===== config.mk =====
export PLATFORM = sky130hd
export DESIGN_NAME = pc_jump_sequencer_flat
export DESIGN_NICKNAME = d
export VERILOG_FILES = /design/src/rtl/pc_jump_sequencer_if.sv /design/src/rtl/pc_jump_sequencer.sv /design/src/flat_wrapper.sv
export SDC_FILE = /design/constraint.sdc
export NUM_CORES = 1
export LEC_CHECK = 0
export BUFFER_PORTS_ARGS = -buffer_cell sky130_fd_sc_hd__clkbuf_2
export CORE_MARGIN = 3
export CORE_UTILIZATION = 49
export DETAILED_ROUTE_END_ITERATION = 10
export PLACE_DENSITY = 0.8
export SYNTH_ARGS = -nofsm -noshare
export SYNTH_HDL_FRONTEND = slang
export SYNTH_SLANG_ARGS = --single-unit

===== constraint.sdc =====
create_clock -name clk -period 9.9 [get_ports clk]
set_input_delay 0.495 -clock clk [delete_from_list [all_inputs] [get_ports clk]]
set_output_delay 0.495 -clock clk [all_outputs]
set_load 0.02 [all_outputs]

===== src/rtl/pc_jump_sequencer_if.sv =====
// ---------------------------------------------------------------------------
// pc_jump_sequencer_if : instruction-memory request/acknowledge bus
// Revision: 1.0
// ---------------------------------------------------------------------------
`default_nettype none

interface pc_jump_sequencer_if;
    logic        imem_req;
    logic [31:0] imem_addr;
    logic        imem_ack;
    logic [31:0] imem_rdata;

    modport master (
        output imem_req,
        output imem_addr,
        input  imem_ack,
        input  imem_rdata
    );

    modport slave (
        input  imem_req,
        input  imem_addr,
        output imem_ack,
        output imem_rdata
    );
endinterface

`default_nettype wire


===== src/rtl/pc_jump_sequencer.sv =====
// ---------------------------------------------------------------------------
// pc_jump_sequencer : multicycle fetch / next-PC sequencer (PC, IR, jal link)
// Revision: 1.0
// ---------------------------------------------------------------------------
`default_nettype none

module pc_jump_sequencer #(
    parameter logic [31:0] RESET_PC   = 32'h0040_0000,
    parameter logic [31:0] EXC_VECTOR = 32'h8000_0180
) (
    input  wire logic               clk,
    input  wire logic               reset,
    pc_jump_sequencer_if.master     imem,
    input  wire logic               stall,
    input  wire logic [31:0]        rs_val,
    input  wire logic [31:0]        rt_val,
    output logic      [31:0]        pc,
    output logic      [31:0]        ir,
    output logic      [4:0]         rs_addr,
    output logic      [4:0]         rt_addr,
    output logic                    instr_valid,
    output logic                    link_we,
    output logic      [4:0]         link_addr,
    output logic      [31:0]        link_data,
    output logic                    misalign_err
);

    typedef enum logic [0:0] {
        FETCH  = 1'b0,
        DECODE = 1'b1
    } state_t;

    localparam logic [5:0] c_OP_SPECIAL = 6'b000000;
    localparam logic [5:0] c_OP_J       = 6'b000010;
    localparam logic [5:0] c_OP_JAL     = 6'b000011;
    localparam logic [5:0] c_OP_BEQ     = 6'b000100;
    localparam logic [5:0] c_OP_BNE     = 6'b000101;
    localparam logic [5:0] c_FN_JR      = 6'b001000;

    state_t      r_state;
    logic [31:0] r_pc;
    logic [31:0] r_ir;
    logic        r_misalign;

    logic [31:0] w_p4;
    logic [31:0] w_off;
    logic [31:0] w_jump_tgt;
    logic [31:0] w_next_pc;
    logic        w_is_jal;
    logic        w_jr_bad;
    logic        w_decode_go;

    assign w_p4       = r_pc + 32'd4;
    assign w_off      = {{14{r_ir[15]}}, r_ir[15:0], 2'b00};
    assign w_jump_tgt = {w_p4[31:28], r_ir[25:0], 2'b00};

    // Reset gates the pulses combinationally so nothing leaks out of a reset cycle.
    assign w_decode_go = reset && (r_state == DECODE) && !stall;

    always_comb begin
        w_next_pc = w_p4;
        w_is_jal  = 1'b0;
        w_jr_bad  = 1'b0;
        case (r_ir[31:26])
            c_OP_J:   w_next_pc = w_jump_tgt;
            c_OP_JAL: begin
                w_next_pc = w_jump_tgt;
                w_is_jal  = 1'b1;
            end
            c_OP_BEQ: w_next_pc = (rs_val == rt_val) ? (w_p4 + w_off) : w_p4;
            c_OP_BNE: w_next_pc = (rs_val != rt_val) ? (w_p4 + w_off) : w_p4;
            c_OP_SPECIAL: begin
                if (r_ir[5:0] == c_FN_JR) begin
                    if (rs_val[1:0] == 2'b00) begin
                        w_next_pc = rs_val;
                    end else begin
                        w_next_pc = EXC_VECTOR;
                        w_jr_bad  = 1'b1;
                    end
                end
            end
            default: w_next_pc = w_p4;
        endcase
    end

    always_ff @(posedge clk) begin
        if (!reset) begin
            r_state    <= FETCH;
            r_pc       <= RESET_PC;
            r_ir       <= 32'd0;
            r_misalign <= 1'b0;
        end else begin
            case (r_state)
                FETCH: begin
                    if (imem.imem_ack) begin
                        r_ir    <= imem.imem_rdata;
                        r_state <= DECODE;
                    end
                end
                DECODE: begin
                    if (!stall) begin
                        r_pc    <= w_next_pc;
                        r_state <= FETCH;
                        if (w_jr_bad) begin
                            r_misalign <= 1'b1;
                        end
                    end
                end
                default: r_state <= FETCH;
            endcase
        end
    end

    assign imem.imem_req  = reset && (r_state == FETCH);
    assign imem.imem_addr = r_pc;

    assign pc           = r_pc;
    assign ir           = r_ir;
    assign rs_addr      = r_ir[25:21];
    assign rt_addr      = r_ir[20:16];
    assign instr_valid  = w_decode_go;
    assign link_we      = w_decode_go && w_is_jal;
    assign link_addr    = 5'd31;
    assign link_data    = link_we ? w_p4 : 32'd0;
    assign misalign_err = r_misalign;

endmodule

`default_nettype wire


===== src/flat_wrapper.sv =====
// flat-port wrapper written by rule: the top's interface ports become plain ports
module pc_jump_sequencer_flat 
#(
    parameter logic [31:0] RESET_PC   = 32'h0040_0000,
    parameter logic [31:0] EXC_VECTOR = 32'h8000_0180
)
  (clk, reset, stall, rs_val, rt_val, pc, ir, rs_addr, rt_addr, instr_valid, link_we, link_addr, link_data, misalign_err, imem_imem_req, imem_imem_addr, imem_imem_ack, imem_imem_rdata);
  pc_jump_sequencer_if imem_i ();
  input  wire logic clk;
  input  wire logic reset;
  input  wire logic stall;
  input  wire logic [31:0] rs_val;
  input  wire logic [31:0] rt_val;
  output logic      [31:0] pc;
  output logic      [31:0] ir;
  output logic      [4:0] rs_addr;
  output logic      [4:0] rt_addr;
  output logic instr_valid;
  output logic link_we;
  output logic      [4:0] link_addr;
  output logic      [31:0] link_data;
  output logic misalign_err;
  output wire logic [$bits(imem_i.imem_req)-1:0] imem_imem_req;
  output wire logic [$bits(imem_i.imem_addr)-1:0] imem_imem_addr;
  input wire logic [$bits(imem_i.imem_ack)-1:0] imem_imem_ack;
  input wire logic [$bits(imem_i.imem_rdata)-1:0] imem_imem_rdata;
  assign imem_imem_req = imem_i.imem_req;
  assign imem_imem_addr = imem_i.imem_addr;
  assign imem_i.imem_ack = imem_imem_ack;
  assign imem_i.imem_rdata = imem_imem_rdata;
  pc_jump_sequencer #(.RESET_PC(RESET_PC), .EXC_VECTOR(EXC_VECTOR)) u_core (.clk(clk), .reset(reset), .imem(imem_i), .stall(stall), .rs_val(rs_val), .rt_val(rt_val), .pc(pc), .ir(ir), .rs_addr(rs_addr), .rt_addr(rt_addr), .instr_valid(instr_valid), .link_we(link_we), .link_addr(link_addr), .link_data(link_data), .misalign_err(misalign_err));
endmodule

==> qor.yml, run 1 <==
finish:
  final_nets: 1156
  layout_common_cells: "clkbuf_2, nand2_1, dfxtp_1"
  drive_above_1_share_pct: 27.6
  final_cells: 1192
  synthToLayoutAreaGrowth_pct: 19.7
  antenna_cells: 0
  mostFrequentLayoutCell: "clkbuf_2"
  post-route-util_pct: 61.5
critical_path:
  path_cells: "ha_1, and4_4, nand4_4, nor2_1, nand4_1, xnor2_1, ha_1, and2_1, nand3_1, or3_1, o32ai_1, o221a_1, mux2i_1, nor3_1, o41ai_1"
  required_ns: 10.15
  path_max_fanout: 9
  critPathSlowestCell: "dfxtp_1"
  startpoint_type: "register"
  worst_ep_arrival_time_ns: 4.43
  reg2reg_setup_slack_ns: 5.72
  slowest_delay_ns: 0.50
  crit_path_end_kind: "register"
  r2r_cells: 15
  r2r-start: "u_core.imem.imem_addr[2]"
  crit_type: "reg -> reg"
  rr_endpoint: "u_core.imem.imem_addr[31]"
  crit_top_cell: "ha_1"
clocking:
  clk_latency_ns: 0.35
  postCtsHoldBufs: 0
  cts_tree: "yes"
  postCtsSetupBuffers: 0
  cts_inserted_buffers: 9
  clkTransAtPathRegs_ns: 0.06
  root_buffer: "clkbuf_16"
  cts_htree_levels: 3
  clockBufferDepth: 2
  clock-sinks: 66
  cts-resized-gates: 0
global_routing:
  grt_pass1_wl_mm: 36.1
  grt_overflow: 0
  antenna_found_initial: 0
  grt_usage_pct: 31.5
  grt_max_degree: 69
  grt_pass1_vias: 6561
power_and_ir_drop:
  ir_drop_mv: 0.113
  power.density_mw_per_mm2: 110
  p_leak_nw: 3.63
floorplanning:
  core-area_sq_mm: 0.0124
  initial_utilization_pct: 51.4
  chipHeight_um: 120
  die_w_um: 120
  dieArea_sq_mm: 0.0144
  rows: 40
  pin_count: 247
yosys:
  synth_area_sq_mm: 0.00635
  yosys_warnings: 0
  synth_top_family_by_area: "compound AO/OA/AOI/OAI gates"
  synth.mux.area_fraction_pct: 0.473
  ys_seq_area_share_pct: 20.8
  synthAdderAreaFrac_pct: 7.40
  syn_inst: 842
  synthArstFlopShare_pct: 0
  ys_types: 77
  synth_simple_gate_area_share_pct: 25.0
  yosys.area_share.xor_xnor_pct: 10.2
  synth_ff_type: "dfxtp_1"
  syn_area_per_cell_sq_um: 7.55
  synth_compound_area_share_pct: 26.5
  synth_edf_count: 0
  ys_ff_latch: 66
sta:
  finalCriticalPeriod_ns: 4.18
  fin_worst_skew_ns: 0.00912
  slew_headroom_pct: 24.1
  period_share_pct: 42.2
  finalWorstSetupSlack_ns: 5.72
  setup_viol: 0
  fmax_ghz: 0.239
  tightest_slew_ns: 1.13
  report.final.slew_viol_count: 0
  hold_viol_final: 0
  rsz0062_at_grt: "false"
  finalSetupTns_ns: 0
hold_path:
  min_from: "imem_imem_rdata[7]"
  min_to: "u_core.ir[7]"
  hold_path_depth: 3
  hold_path_class: "in -> reg"
detailed_routing:
  wirelength_mm: 23.0
  first_pass_iters: 6
  wl_per_cell_um: 19.3
  drt_iter0_markers: 612
  vias: 7100
  viasPerCell: 5.96
  ant_nets: 0
  post-route-drc-count: 0
place:
  gp_congestion: 0.984
  post-dp-hpwl_mm: 17.6
  port_buffers: 241
  post-place-cells: 1176
  place_ws_ns: 5.82
run:
  max-cap-violations: 0
status:
  status: "complete, no violations"
through the flow:
stage	power, mW	hold WS (ns)	instance area, sq um
6_report	0.835	0.375	7600
5_1_grt	0.872	0.380	7600
4_1_cts	0.834	0.374	7600
3_5_place_dp	0.541	0.461	7340
3_3_place_gp	0.540	0.451	7340
2_1_floorplan	0.465	0.486	6370
cells in the mapped netlist (26+ instances only):
| library cell | n | area, sq um |
|---|---|---|
| ha_1 | 36 | 450 |
| nor2_1 | 53 | 199 |
| nand3_1 | 26 | 130 |
| xor2_1 | 47 | 412 |
| a21oi_1 | 39 | 195 |
| buf_4 | 48 | 360 |
| o21ai_0 | 53 | 265 |
| dfxtp_1 | 66 | 1320 |
| nand2_1 | 103 | 387 |
| and2_1 | 27 | 169 |
| a21boi_0 | 34 | 255 |
| clkbuf_1 | 30 | 113 |
state kept, by name, indices dropped and copies added, names as in the netlist:
register,count
u_core.r_state,1
u_core.misalign_err,1
u_core.ir,32
u_core.imem.imem_addr,32
worst max-delay path by stage:
| stage | start | end | slack (ns) | cells after the start |
|---|---|---|---|---|
| global route | u_core.imem.imem_addr[2] | u_core.imem.imem_addr[31] | 5.46 | 15 |
| floorplan | u_core.imem.imem_addr[4] | u_core.imem.imem_addr[30] | 6.11 | 16 |
| finish | u_core.imem.imem_addr[2] | u_core.imem.imem_addr[31] | 5.72 | 15 |
| detailed placement | u_core.imem.imem_addr[2] | u_core.imem.imem_addr[31] | 5.82 | 15 |
| global placement | u_core.imem.imem_addr[2] | u_core.imem.imem_addr[31] | 5.96 | 15 |
| CTS | u_core.imem.imem_addr[2] | u_core.imem.imem_addr[31] | 5.79 | 15 |
report_power, final:
| part | internal [mW] | total (mW) | switching [mW] |
|---|---|---|---|
| clock | 0.169 | 0.295 | 0.126 |
| sequential | 0.281 | 0.308 | 0.0276 |
| combinational | 0.0857 | 0.232 | 0.146 |
cell type report:
class	instances	area, sq um
Clock inverter	5	31.3
Sequential cell	66	1320
Multi-Input combinational cell	669	4460
Inverter	25	93.8
Fill cell	1173	4760
Tap cell	168	210
Clock buffer	11	233
Timing Repair Buffer	248	1260
cell families after synthesis:
kind of cell / count (synthesis)
xor gates and xnor gates: 73
DFF: 66
other: 1
and+or+nand+nor: 306
buffers and inverters: 111
AOI/OAI and AO/OA: 245
adders and majority gates: 37
muxes: 3
critical path, delay by kind of cell (launching register included):
family,cells,cell delay [ns]
AO/OA/AOI/OAI,3,0.74
XOR/XNOR,1,0.22
adder cells (fa/ha/maj),2,0.70
flip-flops,1,0.50
multiplexers,1,0.23
AND/OR/NAND/NOR,8,1.68
routing by layer:
metal | share of wire, % | track usage, % | vias to the layer above
li1 | - | - | 3362
met1 | 41 | 41.4 | 3262
met2 | 46 | 50.4 | 412
met3 | 9.5 | 7.40 | 64
met4 | 3.3 | 11.3 | 0
met5 | 0 | 0 | -
Note: power is estimated with default switching activity, not from simulation.
==> inputs of run 2 (changes only) <==
--- a/config.mk
+++ b/config.mk
@@ -7,9 +7,9 @@
 export LEC_CHECK = 0
 export BUFFER_PORTS_ARGS = -buffer_cell sky130_fd_sc_hd__clkbuf_2
 export CORE_MARGIN = 3
-export CORE_UTILIZATION = 49
+export CORE_UTILIZATION = 46
 export DETAILED_ROUTE_END_ITERATION = 10
-export PLACE_DENSITY = 0.8
+export PLACE_DENSITY = 0.79
 export SYNTH_ARGS = -nofsm -noshare
 export SYNTH_HDL_FRONTEND = slang
 export SYNTH_SLANG_ARGS = --single-unit
==> constraint.sdc (replaced) <==
create_clock -name clk -period 3.5 [get_ports clk]
set_input_delay 0.175 -clock clk [delete_from_list [all_inputs] [get_ports clk]]
set_output_delay 0.175 -clock clk [all_outputs]
set_load 0.02 [all_outputs]
==> run 2 against run 1 <==
Against the previous run: first-iteration DRC count rose by 13%; critical endpoint is now u_core.imem.imem_addr[30]; maximum frequency rose by 21%; clock power rose to 3.4 times the previous value; critical path depth fell by 1; clock skew rose by 0.00089 ns; via count rose by 7.6%; flip-flop and latch count did not move; highest routed layer unchanged; global-route usage rose by 0.90 points; wire length rose by 12%; clock-buffer cell count fell by 1; critical path type unchanged; cell area rose by 12%.
==> qor.yml, run 2 (synthesis results as in run 1) <==
floorplanning:
  pin_count: 247
  chipHeight_um: 124
  rows: 42
  core-area_sq_mm: 0.0134
  dieArea_sq_mm: 0.0153
  die_w_um: 124
  initial_utilization_pct: 47.4
finish:
  final_cells: 1274
  mostFrequentLayoutCell: "clkbuf_2"
  synthToLayoutAreaGrowth_pct: 34.4
  antenna_cells: 0
  final_nets: 1230
  drive_above_1_share_pct: 38.1
  post-route-util_pct: 63.7
  layout_common_cells: "clkbuf_2, nand2_1, buf_4"
detailed_routing:
  viasPerCell: 6.00
  wl_per_cell_um: 20.2
  post-route-drc-count: 0
  first_pass_iters: 5
  wirelength_mm: 25.7
  vias: 7642
  drt_iter0_markers: 689
  ant_nets: 0
hold_path:
  hold_path_class: "in -> reg"
  hold_path_depth: 3
run:
  max-cap-violations: 0
sta:
  finalSetupTns_ns: 0
  finalCriticalPeriod_ns: 3.45
  slew_headroom_pct: 30.4
  report.final.slew_viol_count: 0
  setup_viol: 0
  hold_viol_final: 0
  fmax_ghz: 0.290
  period_share_pct: 98.7
  fin_worst_skew_ns: 0.0100
  tightest_slew_ns: 1.04
  rsz0062_at_grt: "true"
place:
  post-dp-hpwl_mm: 19.5
  post-place-cells: 1249
  gp_congestion: 0.964
  port_buffers: 241
power_and_ir_drop:
  p_leak_nw: 4.09
  power.density_mw_per_mm2: 308
  p_sw_share_pct: 35.3
  ir_drop_mv: 0.228
  p_comb_share_pct: 29.6
  p_switching_mw: 0.929
  pwr-share-clk_pct: 38.0
  p_int_mw: 1.70
  seq_power_share_pct: 32.4
critical_path:
  cp.depth: 14
  cp_top_family: "simple AND/OR/NAND/NOR gates"
  r2r_cells: 14
  crit_type: "reg -> reg"
  path_cells: "ha_2, and4_4, nand4_4, nor2_4, buf_4, nand2_1, xnor2_2, ha_1, and3_4, a221o_1, o21a_1, o211ai_1, a2111oi_2, or3_1"
  critPathSlowestCell: "dfxtp_4"
  crit_path_end_kind: "register"
  required_ns: 3.74
  path_max_fanout: 4
  startpoint_type: "register"
  slowest_delay_ns: 0.36
  crit_buf_inv: 1
  worst_ep_arrival_time_ns: 3.69
clocking:
  root_buffer: "clkbuf_16"
  cts_htree_levels: 3
  cts_tree: "yes"
  clk_latency_ns: 0.35
  cts_inserted_buffers: 9
  postCtsHoldBufs: 0
  clkTransAtPathRegs_ns: 0.07
  clock-sinks: 66
  clockBufferDepth: 2
global_routing:
  grt_overflow: 0
  grt_usage_pct: 32.4
  antenna_found_initial: 0
  grt_max_degree: 68
  grt_pass1_vias: 7097
  grt_pass1_wl_mm: 38.1
status:
  status: "complete, no violations"
-- run 2: cell count changes in the layout (fill, tap and decap cells not counted), moves of 5 or more --
cell | before | now
xnor2_1 | 25 | 19
dfxtp_1 | 66 | 53
dfxtp_4 | 0 | 9
a21oi_2 | 0 | 5
buf_4 | 7 | 81
a21oi_1 | 39 | 34
xnor2_2 | 1 | 7
ha_1 | 36 | 29
nor2_1 | 53 | 48
-- run 2: power by group through the flow --
| stage | clock (mW) | sequential (mW) | combinational, mW |
|---|---|---|---|
| 3_3_place_gp | 0 | 0.864 | 0.720 |
| 6_report | 0.999 | 0.852 | 0.777 |
| 3_5_place_dp | 0 | 0.864 | 0.728 |
| 2_1_floorplan | 0 | 0.909 | 0.405 |
| 5_1_grt | 1.03 | 0.857 | 0.837 |
| 4_1_cts | 1.00 | 0.849 | 0.735 |
-- run 2: final cells by class --
class,instances,area (sq um)
Tap cell,176,220
Multi-Input combinational cell,669,4730
Fill cell,1214,4860
Sequential cell,66,1360
Clock buffer,10,250
Timing Repair Buffer,322,1810
Inverter,25,93.8
Clock inverter,6,70.1
-- run 2: repair_timing --
item / CTS / global route
buffers inserted: 0 / 9
hold endpoints to repair: 0 / 0
setup endpoints to repair: 3 / 9
gates cloned: 0 / 0
pin swaps: 2 / 28
gates resized for setup: 11 / 40
-- run 2: path summary, 6_finish.rpt --
kind                             from                        end  slack [ns]
min               imem_imem_rdata[20]              u_core.ir[20]        0.06
max          u_core.imem.imem_addr[3]  u_core.imem.imem_addr[30]        0.05
max reg2reg  u_core.imem.imem_addr[3]  u_core.imem.imem_addr[30]        0.05
min reg2reg  u_core.imem.imem_addr[0]   u_core.imem.imem_addr[0]        0.47
-- run 2: through the flow --
| step | hold WS (ns) | total power [mW] | area (sq um) | setup slack, ns |
|---|---|---|---|---|
| after floorplan | 0.320 | 1.31 | 6420 | 0.00916 |
| after global placement | 0.412 | 1.58 | 7890 | 0.0232 |
| after detailed placement | 0.416 | 1.59 | 7890 | -0.108 |
| after CTS | 0.0483 | 2.59 | 8260 | 0.00118 |
| after global routing | 0.0571 | 2.72 | 8540 | -0.0957 |
| final | 0.0555 | 2.63 | 8540 | 0.0465 |
-- run 2: worst reg2reg max path, cell delays in order (launching register included) --
cell       delay, ns
dfxtp_4         0.36
ha_2            0.17
and4_4          0.25
nand4_4         0.14
nor2_4          0.16
buf_4           0.14
nand2_1         0.09
xnor2_2         0.25
ha_1            0.31
and3_4          0.20
a221o_1         0.32
o21a_1          0.21
o211ai_1        0.29
a2111oi_2       0.11
or3_1           0.34
-- run 2: layer usage --
metal | track usage [%] | vias up | routed length [um]
met5 | 0 | - | 0
met1 | 41.1 | 3590 | 9990
met3 | 6.54 | 72 | 2460
li1 | - | 3516 | -
met4 | 12.7 | 0 | 944
met2 | 53.8 | 464 | 12300
==> inputs of run 3 (changes only) <==
--- a/config.mk
+++ b/config.mk
@@ -9,7 +9,7 @@
 export CORE_MARGIN = 3
 export CORE_UTILIZATION = 46
 export DETAILED_ROUTE_END_ITERATION = 10
-export PLACE_DENSITY = 0.79
+export PLACE_DENSITY = 0.78
 export SYNTH_ARGS = -nofsm -noshare
 export SYNTH_HDL_FRONTEND = slang
 export SYNTH_SLANG_ARGS = --single-unit
==> run 3 against run 2 <==
Against the previous run: sequential power about the same; maximum frequency decreased by 0.95%; hold slack improved by 0.0025 ns; largest cell class unchanged; sequential share of layout area decreased by 0.45 points; clock skew decreased by 0.0014 ns; highest routed layer unchanged; die area unchanged; clock-buffer cell count increased by 2.
==> qor.yml, run 3 (synthesis results as in run 1) <==
floorplanning:
  chipHeight_um: 124
  rows: 42
  dieArea_sq_mm: 0.0153
  core-area_sq_mm: 0.0134
  initial_utilization_pct: 47.4
  pin_count: 247
  die_w_um: 124
critical_path:
  reg2reg_setup_slack_ns: 0.01
  required_ns: 3.75
  crit_path_end_kind: "register"
  path_max_fanout: 4
  r2r_cells: 15
  crit_type: "reg -> reg"
  startpoint_type: "register"
  worst_ep_arrival_time_ns: 3.74
sta:
  fin_worst_skew_ns: 0.00862
  report.final.slew_viol_count: 0
  tightest_slew_ns: 0.819
  hold_viol_final: 0
  finalWorstSetupSlack_ns: 0.0134
  setup_viol: 0
  period_share_pct: 99.6
  fmax_ghz: 0.287
  rsz0062_at_grt: "true"
  slew_headroom_pct: 45.3
  finalCriticalPeriod_ns: 3.49
place:
  post-place-cells: 1251
  place_ws_ns: -0.0593
  post-dp-hpwl_mm: 19.6
  port_buffers: 241
  dpl_cell_area_sq_mm: 0.00792
  gp_congestion: 1.01
global_routing:
  grtUsageMet3_pct: 6.77
  busiest_layer: "met2"
  grt_max_degree: 42
  grt_pass1_wl_mm: 37.6
  met2_usage_pct: 51.9
  antenna_found_initial: 0
  met1_usage_pct: 41.3
  grt_usage_pct: 32.4
  grt_pass1_vias: 6961
  grt_overflow: 0
finish:
  fillers: 1133
  layout_common_cells: "clkbuf_2, nand2_1, buf_4"
  final_cells: 1289
  synthToLayoutAreaGrowth_pct: 38.3
  final_nets: 1245
  fin_area_sq_mm: 0.00879
  mostFrequentLayoutCell: "clkbuf_2"
  drive_above_1_share_pct: 39.3
  antenna_cells: 0
detailed_routing:
  vias: 7785
  wirelength_mm: 26.4
  viasPerCell: 6.04
  first_pass_iters: 5
  ant_nets: 0
  post-route-drc-count: 0
  wl_per_cell_um: 20.5
  drt_iter0_markers: 700
power_and_ir_drop:
  p_switching_mw: 0.913
  power.total_mw: 2.69
  seq_power_share_pct: 31.7
  pwr-share-clk_pct: 38.4
  p_comb_share_pct: 29.9
  power.density_mw_per_mm2: 306
  p_int_mw: 1.78
  ir_drop_mv: 0.257
  p_leak_nw: 4.16
  p_sw_share_pct: 33.9
clocking:
  clkTransAtPathRegs_ns: 0.06
  root_buffer: "clkbuf_16"
  postCtsHoldBufs: 0
  clk_latency_ns: 0.35
  clockBufferDepth: 2
  clock-sinks: 66
  cts_htree_levels: 3
  cts_inserted_buffers: 9
  cts_tree: "yes"
status:
  status: "complete, no violations"
hold_path:
  hold_path_depth: 3
  hold_path_class: "in -> reg"
run:
  max-cap-violations: 0
-- run 3: cell type report --
type / count / area (sq um) / share of cell area, %
Clock inverter: 4 / 72.6 / 0.826
Inverter: 25 / 93.8 / 1.07
Tap cell: 176 / 220 / 2.51
Timing Repair Buffer: 337 / 1940 / 22.1
Clock buffer: 12 / 258 / 2.93
Multi-Input combinational cell: 669 / 4840 / 55.1
Sequential cell: 66 / 1360 / 15.5
-- run 3: timing repair --
item	in CTS	in global routing
resized for setup	7	56
pin swaps	3	38
buffers inserted	0	22
endpoints found under the setup margin	3	7
-- run 3: worst paths after layout --
check / start / endpoint
max: u_core.imem.imem_addr[10] / u_core.imem.imem_addr[31]
min: imem_imem_rdata[11] / u_core.ir[11]
max reg2reg: u_core.imem.imem_addr[10] / u_core.imem.imem_addr[31]
min reg2reg: u_core.imem.imem_addr[0] / u_core.imem.imem_addr[0]
-- run 3: metrics by stage --
step | util, % | hold slack (ns) | TNS, ns
2_1_floorplan | - | 0.320 | 0
3_3_place_gp | 59.1 | 0.412 | 0
3_5_place_dp | 59.1 | 0.416 | -0.0593
4_1_cts | 61.8 | 0.0536 | 0
5_1_grt | 65.6 | 0.0596 | -0.317
6_report | 65.6 | 0.0580 | 0
-- run 3: power by group through the flow --
stage	Clock (mW)	Sequential [mW]	Combinational (mW)
finish	1.03	0.853	0.806
global route	1.07	0.858	0.863
CTS	1.04	0.849	0.740
detailed placement	0	0.865	0.733
global placement	0	0.863	0.729
floorplan	0	0.909	0.405
-- run 3: worst max-delay path: stages (launching register included) --
cell	delay, ns
dfxtp_4	0.36
and4_4	0.24
buf_4	0.14
nand4_4	0.15
inv_2	0.10
nand3_2	0.09
xnor2_2	0.16
ha_1	0.38
and3_4	0.23
nand3_4	0.08
or3_4	0.40
o32ai_4	0.11
o221a_1	0.28
mux2i_2	0.31
nor3_2	0.07
o41ai_2	0.27
-- run 3: metal layers --
metal | part of all wire, % | routed length, um
met3 | 10 | 2740
met5 | 0 | 0
met2 | 47 | 12300
met1 | 38 | 10100
met4 | 4.7 | 1230
